<file path="src/rtl/nanomamba_pkg.sv">
// Shared definitions for the nanomamba keyword-spotting back end: default sizes,
// argmax FSM state encoding and the logit-to-confidence mapping.
package nanomamba_pkg;

    localparam int N_CLASSES_DEF = 12;
    localparam int LOGIT_W_DEF   = 8;
    localparam int CLS_W_DEF     = 4;

    typedef enum logic [1:0] {
        ST_IDLE   = 2'd0,
        ST_CAPT   = 2'd1,
        ST_FINISH = 2'd2
    } state_t;

    // Signed logit to offset binary: -128 -> 0x00, 0 -> 0x80, 127 -> 0xFF.
    function automatic logic [7:0] offset_conf(input logic [7:0] v);
        return {~v[7], v[6:0]};
    endfunction

endpackage

</file>
<file path="src/rtl/nanomamba_argmax_if.sv">
// Classifier logit stream: valid/ready handshake carrying one signed logit per beat.
interface nanomamba_argmax_if
    import nanomamba_pkg::*;
#(
    parameter int LOGIT_W = LOGIT_W_DEF
);
    logic                      logit_valid;
    logic                      logit_ready;
    logic signed [LOGIT_W-1:0] logit_data;
    logic                      logit_last;

    modport master (
        output logit_valid,
        output logit_data,
        output logit_last,
        input  logit_ready
    );

    modport slave (
        input  logit_valid,
        input  logit_data,
        input  logit_last,
        output logit_ready
    );
endinterface

</file>
<file path="src/rtl/nanomamba_argmax.sv">
// Captures one frame of classifier logits, tracks the running argmax and reports
// the winning class, its offset-binary confidence and a keyword-detect flag.
module nanomamba_argmax
    import nanomamba_pkg::*;
#(
    parameter int N_CLASSES = N_CLASSES_DEF,
    parameter int LOGIT_W   = LOGIT_W_DEF,
    parameter int CLS_W     = CLS_W_DEF
) (
    input  logic                 clk,
    input  logic                 rst,
    input  logic                 start,
    input  logic                 abort,
    nanomamba_argmax_if.slave    lg,
    input  logic [7:0]           cfg_kw_threshold,
    output logic                 busy,
    output logic                 done,
    output logic                 error,
    output logic [CLS_W-1:0]     result_class,
    output logic [7:0]           result_confidence,
    output logic                 kw_detect,
    input  logic [CLS_W-1:0]     logit_rd_idx,
    output logic [LOGIT_W-1:0]   logit_rd_data
);

    localparam logic [CLS_W-1:0]          LAST_IDX  = CLS_W'(N_CLASSES - 1);
    localparam logic signed [LOGIT_W-1:0] LOGIT_MIN = {1'b1, {(LOGIT_W-1){1'b0}}};

    state_t                    state_r;
    logic [CLS_W-1:0]          count_r;
    logic signed [LOGIT_W-1:0] max_r;
    logic [CLS_W-1:0]          idx_r;
    logic signed [LOGIT_W-1:0] buf_r [N_CLASSES];
    logic                      busy_r;
    logic                      ready_r;
    logic                      done_r;
    logic                      error_r;
    logic [CLS_W-1:0]          class_r;
    logic [7:0]                conf_r;
    logic                      kw_r;
    logic [7:0]                conf_s;
    logic                      accept_s;

    // Confidence uses the top byte of the running max, so wider logits scale down.
    assign conf_s   = offset_conf(max_r[LOGIT_W-1 -: 8]);
    assign accept_s = lg.logit_valid && ready_r;

    // Capture FSM: buffer writes, running argmax, result registration and status flags.
    always_ff @(posedge clk) begin
        if (rst) begin
            state_r <= ST_IDLE;
            count_r <= '0;
            max_r   <= LOGIT_MIN;
            idx_r   <= '0;
            busy_r  <= 1'b0;
            ready_r <= 1'b0;
            done_r  <= 1'b0;
            error_r <= 1'b0;
            class_r <= '0;
            conf_r  <= 8'h00;
            kw_r    <= 1'b0;
            for (int i = 0; i < N_CLASSES; i++) begin
                buf_r[i] <= '0;
            end
        end else begin
            done_r <= 1'b0;
            case (state_r)
                ST_IDLE: begin
                    if (start) begin
                        state_r <= ST_CAPT;
                        count_r <= '0;
                        max_r   <= LOGIT_MIN;
                        idx_r   <= '0;
                        error_r <= 1'b0;
                        busy_r  <= 1'b1;
                        ready_r <= 1'b1;
                    end
                end
                ST_CAPT: begin
                    if (abort) begin
                        state_r <= ST_IDLE;
                        busy_r  <= 1'b0;
                        ready_r <= 1'b0;
                    end else if (accept_s) begin
                        buf_r[count_r] <= lg.logit_data;
                        count_r        <= count_r + 1'b1;
                        // Strict compare keeps the lowest index on ties.
                        if (lg.logit_data > max_r) begin
                            max_r <= lg.logit_data;
                            idx_r <= count_r;
                        end
                        if (count_r == LAST_IDX) begin
                            state_r <= ST_FINISH;
                            ready_r <= 1'b0;
                            if (!lg.logit_last) begin
                                error_r <= 1'b1;
                            end
                        end else if (lg.logit_last) begin
                            state_r <= ST_IDLE;
                            busy_r  <= 1'b0;
                            ready_r <= 1'b0;
                            error_r <= 1'b1;
                        end
                    end
                end
                ST_FINISH: begin
                    class_r <= idx_r;
                    conf_r  <= conf_s;
                    kw_r    <= (conf_s >= cfg_kw_threshold);
                    done_r  <= 1'b1;
                    state_r <= ST_IDLE;
                    busy_r  <= 1'b0;
                    ready_r <= 1'b0;
                end
                default: begin
                    state_r <= ST_IDLE;
                    busy_r  <= 1'b0;
                    ready_r <= 1'b0;
                end
            endcase
        end
    end

    // Random-access readout of the stored frame; out-of-range indices read as zero.
    always_comb begin
        logit_rd_data = '0;
        if (int'(logit_rd_idx) < N_CLASSES) begin
            logit_rd_data = buf_r[logit_rd_idx];
        end else begin
            logit_rd_data = '0;
        end
    end

    assign lg.logit_ready    = ready_r;
    assign busy              = busy_r;
    assign done              = done_r;
    assign error             = error_r;
    assign result_class      = class_r;
    assign result_confidence = conf_r;
    assign kw_detect         = kw_r;

endmodule
</file>
<file path="src/flat_wrapper.sv">
// flat-port wrapper written by rule: the top's interface ports become plain ports
module nanomamba_argmax_flat import nanomamba_pkg::*;
#(
    parameter int N_CLASSES = N_CLASSES_DEF,
    parameter int LOGIT_W   = LOGIT_W_DEF,
    parameter int CLS_W     = CLS_W_DEF
)
  (clk, rst, start, abort, cfg_kw_threshold, busy, done, error, result_class, result_confidence, kw_detect, logit_rd_idx, logit_rd_data, lg_logit_valid, lg_logit_data, lg_logit_last, lg_logit_ready);
  nanomamba_argmax_if #(.LOGIT_W(LOGIT_W)) lg_i ();
  input  logic clk;
  input  logic rst;
  input  logic start;
  input  logic abort;
  input  logic [7:0] cfg_kw_threshold;
  output logic busy;
  output logic done;
  output logic error;
  output logic [CLS_W-1:0] result_class;
  output logic [7:0] result_confidence;
  output logic kw_detect;
  input  logic [CLS_W-1:0] logit_rd_idx;
  output logic [LOGIT_W-1:0] logit_rd_data;
  input wire logic [$bits(lg_i.logit_valid)-1:0] lg_logit_valid;
  input wire logic [$bits(lg_i.logit_data)-1:0] lg_logit_data;
  input wire logic [$bits(lg_i.logit_last)-1:0] lg_logit_last;
  output wire logic [$bits(lg_i.logit_ready)-1:0] lg_logit_ready;
  assign lg_i.logit_valid = lg_logit_valid;
  assign lg_i.logit_data = lg_logit_data;
  assign lg_i.logit_last = lg_logit_last;
  assign lg_logit_ready = lg_i.logit_ready;
  nanomamba_argmax #(.N_CLASSES(N_CLASSES), .LOGIT_W(LOGIT_W), .CLS_W(CLS_W)) u_core (.clk(clk), .rst(rst), .start(start), .abort(abort), .lg(lg_i), .cfg_kw_threshold(cfg_kw_threshold), .busy(busy), .done(done), .error(error), .result_class(result_class), .result_confidence(result_confidence), .kw_detect(kw_detect), .logit_rd_idx(logit_rd_idx), .logit_rd_data(logit_rd_data));
endmodule
</file>
<file path="config.mk">
export PLATFORM = sky130hd
export DESIGN_NAME = nanomamba_argmax_flat
export DESIGN_NICKNAME = d
export VERILOG_FILES = /design/src/rtl/nanomamba_pkg.sv /design/src/rtl/nanomamba_argmax_if.sv /design/src/rtl/nanomamba_argmax.sv /design/src/flat_wrapper.sv
export SDC_FILE = /design/constraint.sdc
export NUM_CORES = 1
export LEC_CHECK = 0
export ABC_AREA = 1
export CORE_MARGIN = 2
export CORE_UTILIZATION = 45
export DETAILED_ROUTE_END_ITERATION = 12
export GPL_TIMING_DRIVEN = 1
export PLACE_DENSITY_LB_ADDON = 0.2
export SLEW_MARGIN = 30
export SYNTH_ARGS = -nofsm -noshare
export SYNTH_HDL_FRONTEND = slang
export SYNTH_SLANG_ARGS = --single-unit
</file>
<file path="constraint.sdc">
create_clock -name clk -period 6.13 [get_ports clk]
set_input_delay 1.839 -clock clk [delete_from_list [all_inputs] [get_ports clk]]
set_output_delay 1.839 -clock clk [all_outputs]
set_load 0.005 [all_outputs]
</file>
==> impl_summary.md <==
Timing
Setup total negative slack on the finished layout was measured at 0 ps. Setup repair after global routing left no endpoint under its margin. The number of slew-limit violations in the final report is 0. For this run, the top clock speed supported by timing is 175 MHz. Counting I/O delays and the setup requirement, the final critical path takes 5700 ps. The number of endpoints with negative hold slack in the final report was 0. The final setup violation count is 0. Of the available clock period, the critical path in the final layout requires 0.930. The transition at the pin with the smallest max-transition slack is 892 ps.

The worst pin sits at a relative slew slack of 0.405. For the final database, setup skew stands at 5.96 ps.

Cells and area
The area taken by multi-input logic gates is 0.00225 mm2. The ratio of cells with drive above 1 in the final layout is 0.0771. Summing all flip-flop and latch instances after layout gives 0.00356 mm2.

The layout has 1163 filler cells. The area growth from synthesis to layout is 19.4%. The number of standard cells in the final layout excluding fillers is 902.

0 antenna diodes ended up in the layout. At the end of the flow, the number of nets in the layout was 759.

Synth
Yosys mapped a number of flops with a built-in enable equal to 96. In this run the mean area of a mapped cell was 9.15 um2. After synthesis, the share of flip-flops with an asynchronous set or reset is 0. Of the post-synthesis cell area, the dominant cell type holds 0.467. The total nets after synthesis is 720. Counting distinct cell types in the post-synthesis netlist gives 30.

Synthesis produced a netlist whose cell count is 674. For this run, the number of Yosys warnings is 0. In the post-synthesis netlist, the biggest area contributors are sky130_fd_sc_hd__edfxtp_1 47%, sky130_fd_sc_hd__nor2_1 12%, sky130_fd_sc_hd__dfxtp_1 11%, sky130_fd_sc_hd__o21ai_0 4.5%, sky130_fd_sc_hd__nand2_1 4.3%. The sequential fraction of the synthesis area is 0.578.

Summed over all instances, the cell type with the most area after synthesis is sky130_fd_sc_hd__edfxtp_1. The number of synthesized register bits is 130. The synthesized cell area is 0.00617 mm2. For this run, the leading register cell type out of synthesis is sky130_fd_sc_hd__edfxtp_1.

CTS
Clock-pin slew was measured on the worst setup and hold paths at 50 ps. The clock reaches the later pin of the worst-skew pair after 420 ps. Once the clock tree was built, the resizer swapped 0 gates to a different size. The number of H-tree levels is 4. The cts-stage hold buffer count is 0. The clock buffer count from CTS is 17. Counting every sink on the clock net gives 130. In this run the post-CTS setup repair buffer count came out at 0. The root buffer cell is sky130_fd_sc_hd__clkbuf_16. The buffer levels on the longest clock path is 2.

TritonCTS built the clock tree.

Global routing
In the global route stage, met2 resource usage came out at 0.366. The total congestion overflow after global routing is 0. The wire length of the first global-routing pass is 24100 um. The largest net degree at the start of global routing is 49.

The busiest metal layer after global routing is met2. The number of antenna violations at the first check in global routing is 0. For met3 alone, demand over resource in global routing was 0.0461. Across every metal layer, demand over resource in global routing totals 0.221. The number of global-route vias before repair was 4655. In the global route stage, met1 resource usage came out at 0.280.

Worst setup path
The critical-path maximum fanout is 48. STA classifies the critical path endpoint as an output port. The type of element launching the critical path is an input port. The signal on the critical path passes through clkdlybuf4s50_1 -> buf_12 -> nor2_1 -> o32ai_1 -> a32o_1 -> clkdlybuf4s50_1.

STA puts the critical path data required time at 4290 ps. By instance count, the cell type seen most on the critical path is sky130_fd_sc_hd__clkdlybuf4s50_1. At the worst endpoint, the arrival time is 3860 ps. The critical path is of the in2out type.

The number of cells on the worst reg-to-reg path is 8. For this run, the slowest stage of the critical path takes 540 ps. The endpoint identified for the worst register-to-register timing path is u_core.buf_r[11][5]$_SDFFCE_PN0P_. In this run the critical register-to-register path is launched from u_core.state_r[0]$_SDFFE_PP0P_. The cell with the biggest individual delay on the critical path is sky130_fd_sc_hd__clkdlybuf4s50_1. For flop-to-flop paths, the worst setup slack is 3710 ps.

Power
In this run the power density over the cells is 290 mW/mm2. The peak ir drop on the vdd network is 0.203 mV. The design draws 0.00214 W.

The static leakage is 2.97 nW.

Placed design
The number of placed instances, taps included, is 870. The number of buffers inserted by port buffering is 50. The congestion estimate from routability-driven global placement came to 0.860. The HPWL after detailed placement is 10300 um.

Drt
For this run, design rule violations remaining after detail routing come to 0. The number of design-rule violations left by the first detailed-router iteration is 468. The final routed wire length divided by cell count is 16.8 um. The via density per instance is 5.40. Once detail routing completed, the nets flagged for antenna violations numbered 0.

The detailed-route wire length is 15100 um. The total via count after detailed routing is 4875. The number of search-and-repair iterations in the first detailed-routing pass is 6.

Floorplanning
The starting density of the core is 0.464. The die is 121 um wide. The die span in y is 121 um. The die covers 0.0147 mm2. 51 I/O pins were placed. The floorplan row count is 42. The core region is 0.0133 mm2.

Hold path
The type of the worst min-delay path is reg2reg. The source of the worst hold timing path is u_core.kw_detect$_SDFFE_PP0P_. The worst hold path was traced through 2 stages. The worst hold path terminates at u_core.kw_detect$_SDFFE_PP0P_.

Status
The flow ran to the end, and the final reports show no timing, DRC or antenna violations.

Run
Max-cap violations in this run came to 0.
==> report_power, final <==
group / leakage, nW / total, W / switching [W] / internal [W]
Combinational: 1.43 / 0.000225 / 0.000139 / 0.0000855
Clock: 0.270 / 0.000917 / 0.000349 / 0.000569
Sequential: 1.27 / 0.000994 / 0.0000174 / 0.000977
==> registers in the layout (all words and copies together), names as in the netlist <==
signal                    count
u_core.buf_r                 96
u_core.max_r                  8
u_core.result_confidence      8
u_core.count_r                4
u_core.idx_r                  4
u_core.result_class           4
u_core.state_r                2
u_core.busy                   1
u_core.done                   1
u_core.error                  1
u_core.kw_detect              1
==> worst max-delay path: cells and delay by family <==
family | cells | cell delay, ps
AO/OA/AOI/OAI | 2 | 660
buffers and inverters | 3 | 1280
AND/OR/NAND/NOR | 1 | 80
==> layout make-up <==
| cell class | instances | area share |
|---|---|---|
| flip-flops and latches | 130 | 0.484 |
| repair buffers | 56 | 0.0791 |
| multi-input cells | 452 | 0.306 |
| well taps | 176 | 0.0299 |
| clock buffers | 27 | 0.0698 |
| clock inverters | 5 | 0.00340 |
| inverters | 56 | 0.0285 |
==> cell usage after synthesis, types with 2 or more instances <==
cell and n:
sky130_fd_sc_hd__clkbuf_1 26, sky130_fd_sc_hd__buf_2 8, sky130_fd_sc_hd__o211ai_1 17, sky130_fd_sc_hd__nand3_1 16, sky130_fd_sc_hd__o21ai_0 55, sky130_fd_sc_hd__a31oi_1 2, sky130_fd_sc_hd__nor2_2 2, sky130_fd_sc_hd__a32o_1 8
sky130_fd_sc_hd__edfxtp_1 96, sky130_fd_sc_hd__dfxtp_1 34, sky130_fd_sc_hd__nor2_1 202, sky130_fd_sc_hd__buf_1 2, sky130_fd_sc_hd__nand3_2 2, sky130_fd_sc_hd__inv_2 5, sky130_fd_sc_hd__inv_1 50, sky130_fd_sc_hd__nand4_1 3
sky130_fd_sc_hd__nand2_2 11, sky130_fd_sc_hd__a21oi_1 28, sky130_fd_sc_hd__nand2_1 70, sky130_fd_sc_hd__ha_1 20, sky130_fd_sc_hd__o32ai_1 8
==> routing by layer <==
layer | part of all wire | up-vias
met3 | 0.053 | 25
met2 | 0.50 | 159
li1 | - | 2351
met4 | 0.020 | 0
met1 | 0.43 | 2340
met5 | 0 | -
==> per-stage QoR <==
stage / area (um2) / util / hold slack (ps) / setup WS (ps)
global placement: 6830 / 0.514 / 458 / 455
floorplan: 6170 / - / 428 / 1530
global route: 7370 / 0.554 / 498 / 383
CTS: 7370 / 0.554 / 483 / 422
finish: 7370 / 0.554 / 475 / 430
detailed placement: 6830 / 0.514 / 463 / 426
==> kinds of logic (layout without fill, tap and decap cells) <==
kind of cell,count (synthesis),count (layout),synth area share
AND/OR/NAND/NOR,309,309,0.204
flip-flops,130,130,0.578
AO/OA/AOI/OAI,122,122,0.119
buffers and inverters,92,144,0.0576
adder cells (fa/ha/maj),20,20,0.0406
XOR/XNOR,1,1,0.00142
==> placed cells by master (no fill, tap or decap), types with 2 or more instances in the layout <==
cell	instances
sky130_fd_sc_hd__nand2_2	11
sky130_fd_sc_hd__ha_1	20
sky130_fd_sc_hd__a31oi_1	2
sky130_fd_sc_hd__clkbuf_1	6
sky130_fd_sc_hd__buf_12	3
sky130_fd_sc_hd__o21ai_0	55
sky130_fd_sc_hd__o32ai_1	8
sky130_fd_sc_hd__nand4_1	3
sky130_fd_sc_hd__clkdlybuf4s50_1	50
sky130_fd_sc_hd__a21oi_1	28
sky130_fd_sc_hd__nor2_2	3
sky130_fd_sc_hd__dfxtp_1	34
sky130_fd_sc_hd__inv_1	50
sky130_fd_sc_hd__inv_2	5
sky130_fd_sc_hd__a32o_1	8
sky130_fd_sc_hd__nand3_1	16
sky130_fd_sc_hd__clkinv_2	5
sky130_fd_sc_hd__nor2_1	201
sky130_fd_sc_hd__edfxtp_1	96
sky130_fd_sc_hd__o211ai_1	17
sky130_fd_sc_hd__clkbuf_8	3
sky130_fd_sc_hd__buf_4	3
sky130_fd_sc_hd__nand2_1	70
sky130_fd_sc_hd__nand3_2	2
sky130_fd_sc_hd__clkbuf_16	18
==> how the worst max path moves through the flow <==
stage / startpoint / endpoint / slack (ps) / cells past startpoint
2_1_floorplan: logit_rd_idx[0] / logit_rd_data[0] / 1530 / 6
5_1_grt: logit_rd_idx[0] / logit_rd_data[7] / 380 / 7
3_3_place_gp: logit_rd_idx[0] / logit_rd_data[7] / 450 / 7
3_5_place_dp: logit_rd_idx[0] / logit_rd_data[7] / 430 / 6
6_report: logit_rd_idx[0] / logit_rd_data[7] / 430 / 6
4_1_cts: logit_rd_idx[0] / logit_rd_data[7] / 420 / 6
Power figures use the tool's default switching activity.
